===== src/rtl/mux.sv =====
// Packs SYS_DWIDTH characters from one of three selected decryption channels into MST_DWIDTH words.
// Optional MUX_PARTIAL_FLUSH_EN: flush partial words on select change (adds last_cnt_o) instead of dropping.
`timescale 1ns/1ps

module mux #(
    parameter int unsigned MST_DWIDTH = 32,
    parameter int unsigned SYS_DWIDTH = 8
) (
    input  logic                                   clk_sys,
    input  logic                                   rst,
    input  logic [1:0]                             select,
    input  logic [SYS_DWIDTH-1:0]                  data0_i,
    input  logic                                   valid0_i,
    input  logic [SYS_DWIDTH-1:0]                  data1_i,
    input  logic                                   valid1_i,
    input  logic [SYS_DWIDTH-1:0]                  data2_i,
    input  logic                                   valid2_i,
`ifdef MUX_PARTIAL_FLUSH_EN
    output logic [$clog2(MST_DWIDTH/SYS_DWIDTH):0] last_cnt_o,
`endif
    output logic [MST_DWIDTH-1:0]                  data_o,
    output logic                                   valid_o,
    output logic                                   drop_o
);

    localparam int unsigned NB = MST_DWIDTH / SYS_DWIDTH;
    localparam int unsigned CW = $clog2(NB);
    localparam int unsigned LW = CW + 1;

    typedef enum logic {
        IDLE    = 1'b0,
        COLLECT = 1'b1
    } state_t;

    state_t                state_q, state_d;
    logic [CW-1:0]         count_q, count_d;
    logic [MST_DWIDTH-1:0] pack_q, pack_d;
    logic [1:0]            sel_q;
    logic [MST_DWIDTH-1:0] data_d;
    logic                  valid_d;
    logic                  drop_d;
    logic [SYS_DWIDTH-1:0] sel_data;
    logic                  accept;
    logic                  change;
`ifdef MUX_PARTIAL_FLUSH_EN
    logic [LW-1:0]         last_d;
`endif

    // State and output registers
    always_ff @(posedge clk_sys) begin
        if (rst) begin
            state_q    <= IDLE;
            count_q    <= '0;
            pack_q     <= '0;
            sel_q      <= 2'd0;
            data_o     <= '0;
            valid_o    <= 1'b0;
            drop_o     <= 1'b0;
`ifdef MUX_PARTIAL_FLUSH_EN
            last_cnt_o <= '0;
`endif
        end else begin
            state_q    <= state_d;
            count_q    <= count_d;
            pack_q     <= pack_d;
            sel_q      <= select;
            data_o     <= data_d;
            valid_o    <= valid_d;
            drop_o     <= drop_d;
`ifdef MUX_PARTIAL_FLUSH_EN
            last_cnt_o <= last_d;
`endif
        end
    end

    // Channel selection, packing and next-state logic
    always_comb begin
        state_d  = state_q;
        count_d  = count_q;
        pack_d   = pack_q;
        data_d   = data_o;
        valid_d  = 1'b0;
        drop_d   = 1'b0;
        sel_data = '0;
        accept   = 1'b0;
`ifdef MUX_PARTIAL_FLUSH_EN
        last_d   = last_cnt_o;
`endif

        case (select)
            2'd0: begin sel_data = data0_i; accept = valid0_i; end
            2'd1: begin sel_data = data1_i; accept = valid1_i; end
            2'd2: begin sel_data = data2_i; accept = valid2_i; end
            default: begin sel_data = '0; accept = 1'b0; end
        endcase

        change = (select != sel_q) && (state_q == COLLECT);

        if (change) begin
`ifdef MUX_PARTIAL_FLUSH_EN
            // Unfilled low characters are already zero because each word starts from a cleared register
            data_d  = pack_q;
            valid_d = 1'b1;
            last_d  = LW'(count_q);
`else
            drop_d  = 1'b1;
`endif
            state_d = IDLE;
            count_d = '0;
        end

        if (accept) begin
            if (change || (state_q == IDLE)) begin
                pack_d  = {sel_data, {(MST_DWIDTH-SYS_DWIDTH){1'b0}}};
                count_d = CW'(1);
                state_d = COLLECT;
            end else begin
                for (int unsigned k = 0; k < NB; k++) begin
                    if (count_q == CW'(k)) begin
                        pack_d[MST_DWIDTH-1-k*SYS_DWIDTH -: SYS_DWIDTH] = sel_data;
                    end
                end
                if (count_q == CW'(NB-1)) begin
                    data_d  = pack_d;
                    valid_d = 1'b1;
`ifdef MUX_PARTIAL_FLUSH_EN
                    last_d  = LW'(NB);
`endif
                    count_d = '0;
                    state_d = IDLE;
                end else begin
                    count_d = count_q + CW'(1);
                end
            end
        end
    end

endmodule


===== config.mk =====
export PLATFORM = sky130hd
export DESIGN_NAME = mux
export DESIGN_NICKNAME = d
export VERILOG_FILES = /design/src/rtl/mux.sv
export SDC_FILE = /design/constraint.sdc
export NUM_CORES = 1
export LEC_CHECK = 0
export CORE_ASPECT_RATIO = 0.7
export CORE_MARGIN = 10
export CORE_UTILIZATION = 50
export CTS_BUF_LIST = sky130_fd_sc_hd__clkbuf_16
export CTS_CLUSTER_DIAMETER = 30
export CTS_CLUSTER_SIZE = 20
export DETAILED_ROUTE_END_ITERATION = 6
export GPL_ROUTABILITY_DRIVEN = 0
export PLACE_DENSITY = 0.79
export SYNTH_ARGS = -nofsm -noshare
export SYNTH_HDL_FRONTEND = slang
export SYNTH_SLANG_ARGS = --single-unit

===== constraint.sdc =====
create_clock -name clk_sys -period 2.7 [get_ports clk_sys]
set_clock_uncertainty 0.15 [all_clocks]
set_input_delay 0.27 -clock clk_sys [delete_from_list [all_inputs] [get_ports clk_sys]]
set_output_delay 0.27 -clock clk_sys [all_outputs]
set_load 0.02 [all_outputs]

Word-level counts from Yosys, hierarchy flattened
Index checks and enable logic that the tools add are counted.

storage, ports and cells
  register bits after elaboration = 71
  bits in latches = 0
  bits in writable memories = 0
  bits in read-only memories = 0
  input bits = 31
  output and inout bits = 34
  memories kept = 0

operators by class
  add/subtract/negate cells = 1
  multiply operators = 0
  divide/modulo/power cells = 0
  $lt $le $gt $ge = 0
  equality and inequality tests = 6
  shift operators = 0
  mux-type cells = 17
  bitwise logic cells = 3
  reduce and logical (&&, ||, !) cells = 7

operator list
  cell                   count
  $mux W32               1
  $mux W8                4
  $pmux W8 S3            1
  $mux W2                4
  $eq A2 B2 Y1 const B   3
  $mux W1                6
  $eq A2 B1 Y1 const B   2
  $logic_not A2 Y1       2
  $not A1 Y1             3
  $pmux W1 S3            1
  $reduce_and A3 Y1      1
  $reduce_or A3 Y1       1
  $add A2 B1 Y2 const B  1
  $ne A2 B2 Y1           1
  $reduce_bool A2 Y1     1
  $logic_and A1 B1 Y1    1
  $logic_or A1 B1 Y1     1

Longest topological paths before layout
Gate-level depths: netlist of run 1.

  word-level depth = 6
  mapped depth = 8
  gate-level depth less buffers = 6

Worst setup path after synthesis of run 1
Ideal clock, no wire load.

  path type = input to register
  start point = input port select[0]
  end point = register pack_q[26]
  arrival time = 1422 ps
  path slack = 1008 ps
  stages = 5
  buffers on the path = 1
  path through = buf_6 > xnor2_2 > nand3_4 > o21ai_4 > mux2_2

on the way
  word-level cells in the longest chain between the ends = 4

ends and longest elaborated chain
  item                                                       RTL line  source
  start: declaration                                         11        input logic [1:0] select,
  $eq A2 B2 Y1 (tied with other cells)                       90        case (select)
  $pmux W8 S3 / $logic_and A1 B1 Y1 (equally long branches)  90, 97
  $mux W8 / $logic_or A1 B1 Y1 (equally long branches)       119, 113
  $mux W32                                                   113       if (change || (state_q == IDLE)) begin
  end signal: assignment                                     65        pack_q <= pack_d;
  end: declaration                                           37        logic [MST_DWIDTH-1:0] pack_q, pack_d;

Several ways; a longest one is shown, not always the timed one.
A chain may end at the register's enable or synchronous reset.

Worst setup path after layout of run 1
  start point = register count_q[0]
  end point = register pack_q[12]

on the way
  word-level cells in the longest chain between the ends = 3

ends and longest elaborated chain
  item                      RTL line  source
  start: declaration        36        logic [CW-1:0] count_q, count_d;
  start signal: assignment  64        count_q <= count_d;
  $eq A2 B2 Y1              119       if (count_q == CW'(k)) begin
  $mux W8                   119
  $mux W32                  113

No other way between the ends.

==> results.md, run 1 <==
- Status: finished clean
- Min cycle time layout: 2.18 ns
- Slew margin rel.: 0.489
- Synth Cell Area: 3060 sq um
- Worst-path clk slew: 0.05 ns
- Cell depth of the worst flop-to-flop path: 5
- 1st-iter DRT viols: 270
- Syn avg cell area: 9.05 sq um
- ANT nets after route: 0
- Logic pwr share: 0.117
- Initial Util: 0.524
- Port Buffers: 64
- Drt pass-1 iters: 6
- Worst hold margin: 0.308 ns
- Clock root buffer: clkbuf_16
- Net count reported at finish: 431
- Syn. warnings: 0
- DRC viols: 0
- First-pass GRT wire length: 14.8 mm
- Setup crit start kind: flop
- Gr ovfl total: 0
- Top cell type by total area after synthesis: dfxtp_1
- DP HPWL: 6.46 mm
- CTS max path bufs: 2
- Asr flop ratio synth: 0
- Hold Path Stages: 2
- Maximum vdd ir drop: 0.624 mV
- Max Slew Vio Count: 0
- Total net switching power: 590 uW
- Vias in the first global route: 2802
- Sequential share of power: 0.407
- Cell internal pwr: 1.75 mW
- Area Overhead vs Synth: 31.5%
- Worst slew pin tran: 0.766 ns
- Part of the Yosys area used for sequential elements: 0.412
- Post-CTS Hold Fix Bufs: 0
- Crit path kind: reg2reg
- I/O pin count: 65
- Yosys cell types: 46
- Crit path DAT: 2.30 ns
- Drt via density: 6.18
- Leakage: 1.42 nW
- Initial antenna violation count: 0
- Top-count cell post-synth: dfxtp_1
- Die Width: 114 um
- Clk pwr share: 0.475
- Syn_nets: 373
- Top_reg_cell synth: dfxtp_1
- Routed wire length: 9.38 mm
- Fin crit share: 0.806
- Synthesized flop and latch total: 63
- Clock sinks: 63
- Die Ht: 85.5 um
- WP data required: 2.82 ns
- Worst hold-check path type: reg2reg
- H-tree levels: 3
- Post-synth EDFFs: 0
- Wire per inst: 19.7 um
- Switching part of the total: 0.252
- Tot Pwr: 2.34 mW
- Final Hold Violating Endpoints: 0
- GRT Util Overall: 0.187
- Share of layout cells above drive strength 1: 0.107
- Utilization after layout: 0.689
- Number of buffers added for setup after CTS: 0
- Core Region: 5840 sq um
- Std-Cell Rows: 23
- Synth top area share: 0.412
- Mapped Cells: 338
- Post-CTS resize count: 0
- TritonCTS clock tree: built
- Setup TNS: 0 ns
- Max-Cap Viols: 0
- Clk Latency, worst-skew pair: 0.33 ns
- Largest net degree at the start of global routing: 41
- Fill count: 469
- CP Capture Type: flop
- CTS Buf Count: 9
- Vias: 2941
- Crit path max fanout: 14
- Area contributors post-synth: dfxtp_1, o21ai_0, nor2_1, o2111ai_1, a32o_1
- Die area: 9700 sq um
- RSZ-0062 raised after global routing: false
- Fmax: 459 MHz
- Ant diodes: 0
- Pwr Density: 583 nW/um^2
- Most instantiated cells after synthesis: dfxtp_1, nor2_1, o21ai_0
- Final setup fails: 0
[worst max-delay path, cell delays in order (launching register included)]
cell,delay [ns]
dfxtp_1,0.34
inv_1,0.10
ha_1,0.55
inv_1,0.35
nor3_4,0.45
a32o_1,0.18
[layout by cell type (no fill, tap or decap), types with 2 or more instances in the layout]
| cell type | netlist | final |
|---|---|---|
| xnor2_2 | 2 | 2 |
| o21ai_2 | 2 | 2 |
| nand2_1 | 27 | 27 |
| nor3_4 | 2 | 2 |
| buf_4 | 2 | 11 |
| mux2_2 | 2 | 2 |
| clkbuf_16 | 0 | 9 |
| ha_1 | 4 | 4 |
| xor2_1 | 2 | 2 |
| o2111ai_1 | 18 | 18 |
| nand3_1 | 9 | 9 |
| a2bb2oi_1 | 2 | 2 |
| o21ai_0 | 35 | 35 |
| a211oi_1 | 5 | 5 |
| o2bb2ai_1 | 5 | 5 |
| a211o_1 | 2 | 2 |
| o211ai_1 | 2 | 2 |
| dfxtp_1 | 63 | 63 |
| nand4_1 | 2 | 2 |
| nor2b_1 | 5 | 5 |
| and2_1 | 5 | 5 |
| a21oi_1 | 18 | 18 |
| a2111o_1 | 4 | 4 |
| nor4_1 | 2 | 2 |
| nor2_1 | 43 | 43 |
| inv_1 | 7 | 8 |
| clkdlybuf4s50_1 | 0 | 64 |
| mux2i_1 | 13 | 13 |
| a32o_1 | 14 | 14 |
| clkinvlp_4 | 0 | 3 |
[final timing paths]
path / startpoint / end / slack [ns]
worst min register to register: data_o[26]$_SDFFE_PP0P_ / data_o[26]$_SDFFE_PP0P_ / 0.31
worst max register to register: count_q[0]$_SDFFE_PP0P_ / pack_q[12]$_SDFFE_PP0P_ / 0.52
worst min-delay path: data_o[26]$_SDFFE_PP0P_ / data_o[26]$_SDFFE_PP0P_ / 0.31
worst max-delay path: count_q[0]$_SDFFE_PP0P_ / pack_q[12]$_SDFFE_PP0P_ / 0.52
[stage by stage]
step | instance area [sq um] | cells | setup slack [ns]
2_1_floorplan | 3060 | 338 | 1.01
3_3_place_gp | 3730 | 460 | 0.323
3_5_place_dp | 3730 | 460 | 0.292
4_1_cts | 4030 | 476 | 0.591
5_1_grt | 4030 | 476 | 0.450
6_report | 4030 | 476 | 0.524
[logic make-up (layout without fill, tap and decap cells)]
family                     after synthesis  in the layout  share of synthesized area
xor gates and xnor gates                 4              4                     0.0164
DFF                                     63             63                      0.412
and+or+nand+nor                        102            102                      0.163
muxes                                   17             17                     0.0609
buffers and inverters                   37            100                     0.0630
adders and majority gates                4              4                     0.0164
AOI/OAI and AO/OA                      111            111                      0.269
[metal layers]
layer  part of all wire  track usage  vias to the layer above  wire (um)
met2               0.41        0.268                      175       3820
met4              0.016       0.0506                        0        147
met3               0.11       0.0795                       21       1060
li1                   -            -                     1361          -
met1               0.46        0.250                     1384       4350
met5                  0            0                        -          0
[sequential cells by signal, indices dropped and copies added, names as in the netlist]
signal and count:
data_o 32, pack_q 24, count_q 2, sel_q 2, drop_o 1, state_q 1, valid_o 1
[power by group through the flow]
stage | clock, mW | sequential, mW | combinational [mW]
6_report | 1.11 | 0.955 | 0.276
5_1_grt | 1.17 | 0.956 | 0.293
4_1_cts | 1.13 | 0.954 | 0.270
3_5_place_dp | 0 | 0.974 | 0.267
3_3_place_gp | 0 | 0.973 | 0.262
2_1_floorplan | 0 | 0.972 | 0.173
[area by class of cell]
class                           instances  area [sq um]  share of cell area
Multi-Input combinational cell        238          1610               0.399
Sequential cell                        63          1260               0.313
Timing Repair Buffer                   76           743               0.185
Clock buffer                            9           225              0.0560
Tap cell                               75          93.8              0.0233
Clock inverter                          7          65.1              0.0162
Inverter                                8          30.0             0.00746
Note: power is estimated with default switching activity, not from simulation.
==> inputs of run 2 (changes only) <==
clock period = 2.1 ns   (was 2.7 ns; I/O delays follow)
==> results.md, run 2 (synthesis results as in run 1) <==
- Max reg flops: 32
- CP Capture Type: flop
- Status: finished clean
- Final Hold Violating Endpoints: 0
- Leakage: 1.61 nW
- Number of buffers added for setup after CTS: 0
- CTS max path bufs: 2
- Max-Cap Viols: 0
- Port Buffers: 64
- Core Region: 5840 sq um
- GRT Util Overall: 0.195
- Routed wire length: 9.63 mm
- Non-filler cells, final: 507
- Largest net degree at the start of global routing: 25
- Clk Latency, worst-skew pair: 0.33 ns
- Crit path DAT: 2.06 ns
- H-tree levels: 3
- Most frequent cells in the layout: clkdlybuf4s50_1, dfxtp_1, nor2_1, buf_4, o21ai_0
- I/O pin count: 65
- Worst hold margin: 0.312 ns
- Wire per inst: 19.0 um
- Final setup fails: 0
- Most common cell after layout, fill and taps aside: clkdlybuf4s50_1
- Tot Pwr: 3.35 mW
- Initial antenna violation count: 0
- Utilization after layout: 0.747
- 1st-iter DRT viols: 245
- Post-CTS resize count: 0
- Fmax: 501 MHz
- Slew margin rel.: 0.535
- Cell internal pwr: 2.56 mW
- Max Slew Vio Count: 0
- Share of layout cells above drive strength 1: 0.176
- Clk pwr share: 0.510
- Die area: 9700 sq um
- DRC viols: 0
- Vias in the first global route: 3009
- TritonCTS clock tree: built
- Area Overhead vs Synth: 42.6%
- Ant diodes: 0
- Clock root buffer: clkbuf_16
- First-pass GRT wire length: 15.4 mm
- Initial Util: 0.524
- Placed cell count: 491
- Drt via density: 6.05
- Logic pwr share: 0.124
- Gr ovfl total: 0
- Die Ht: 85.5 um
- Post-CTS Hold Fix Bufs: 0
- Crit path kind: in2reg
- Crit path max fanout: 10
- Top reg by flops: data_o
- Std-Cell Rows: 23
- Worst hold-check path type: reg2reg
- WP data required: 2.16 ns
- Min cycle time layout: 1.99 ns
- ANT nets after route: 0
- Sequential share of power: 0.366
- Pwr Density: 767 nW/um^2
- DP HPWL: 6.88 mm
- RSZ-0062 raised after global routing: false
- Biggest regs: data_o (32), pack_q (24)
- Worst slew pin tran: 0.690 ns
- CTS Buf Count: 9
- Vias: 3069
- Die Width: 114 um
- Total net switching power: 791 uW
- Fin crit share: 0.950
- Cell depth of the worst flop-to-flop path: 5
- Maximum vdd ir drop: 0.484 mV
- Switching part of the total: 0.236
- Clock sinks: 63
- Setup crit start kind: input pin
- Drt pass-1 iters: 5
- Net count reported at finish: 462
- Worst-path clk slew: 0.05 ns
- Hold Path Stages: 2
[run 2: area by class of cell]
class / instances / area [sq um]
Tap cell: 75 / 93.8
Sequential cell: 63 / 1260
Timing Repair Buffer: 107 / 1030
Clock buffer: 9 / 225
Multi-Input combinational cell: 238 / 1610
Clock inverter: 7 / 121
Fill cell: 415 / 1480
Inverter: 8 / 30.0
[run 2: critical path, stage by stage]
cell,delay (ns)
clkdlybuf4s50_1,0.51
buf_12,0.15
mux2i_1,0.20
a2bb2oi_1,0.52
nor2_1,0.16
mux2_2,0.30
[run 2: worst paths after layout]
| kind | slack, ns | end | from |
|---|---|---|---|
| max | 0.11 | pack_q[27]$_SDFFE_PP0P_ | select[1] |
| min | 0.31 | data_o[13]$_SDFFE_PP0P_ | data_o[13]$_SDFFE_PP0P_ |
| max reg2reg | 0.31 | data_o[25]$_SDFFE_PP0P_ | count_q[0]$_SDFFE_PP0P_ |
| min reg2reg | 0.31 | data_o[13]$_SDFFE_PP0P_ | data_o[13]$_SDFFE_PP0P_ |
[run 2: layer usage]
layer / routed length (um) / part of all wire / track usage
met2: 4280 / 0.44 / 0.302
met3: 857 / 0.089 / 0.0563
met5: 0 / 0 / 0
met4: 140 / 0.015 / 0.0747
met1: 4350 / 0.45 / 0.250
[run 2: stage by stage]
| stage | TNS (ns) | setup slack [ns] | instance area (sq um) |
|---|---|---|---|
| floorplan | 0 | 0.468 | 3060 |
| global placement | -2.15 | -0.137 | 4020 |
| detailed placement | -2.92 | -0.171 | 4020 |
| CTS | 0 | 0.133 | 4360 |
| global route | 0 | 0.0446 | 4360 |
| finish | 0 | 0.105 | 4360 |
[run 2: power by group through the flow]
| stage | sequential [mW] | clock (mW) | combinational [mW] |
|---|---|---|---|
| finish | 1.23 | 1.71 | 0.414 |
| global route | 1.23 | 1.77 | 0.441 |
| CTS | 1.23 | 1.72 | 0.407 |
| detailed placement | 1.25 | 0 | 0.400 |
| global placement | 1.25 | 0 | 0.393 |
| floorplan | 1.25 | 0 | 0.223 |
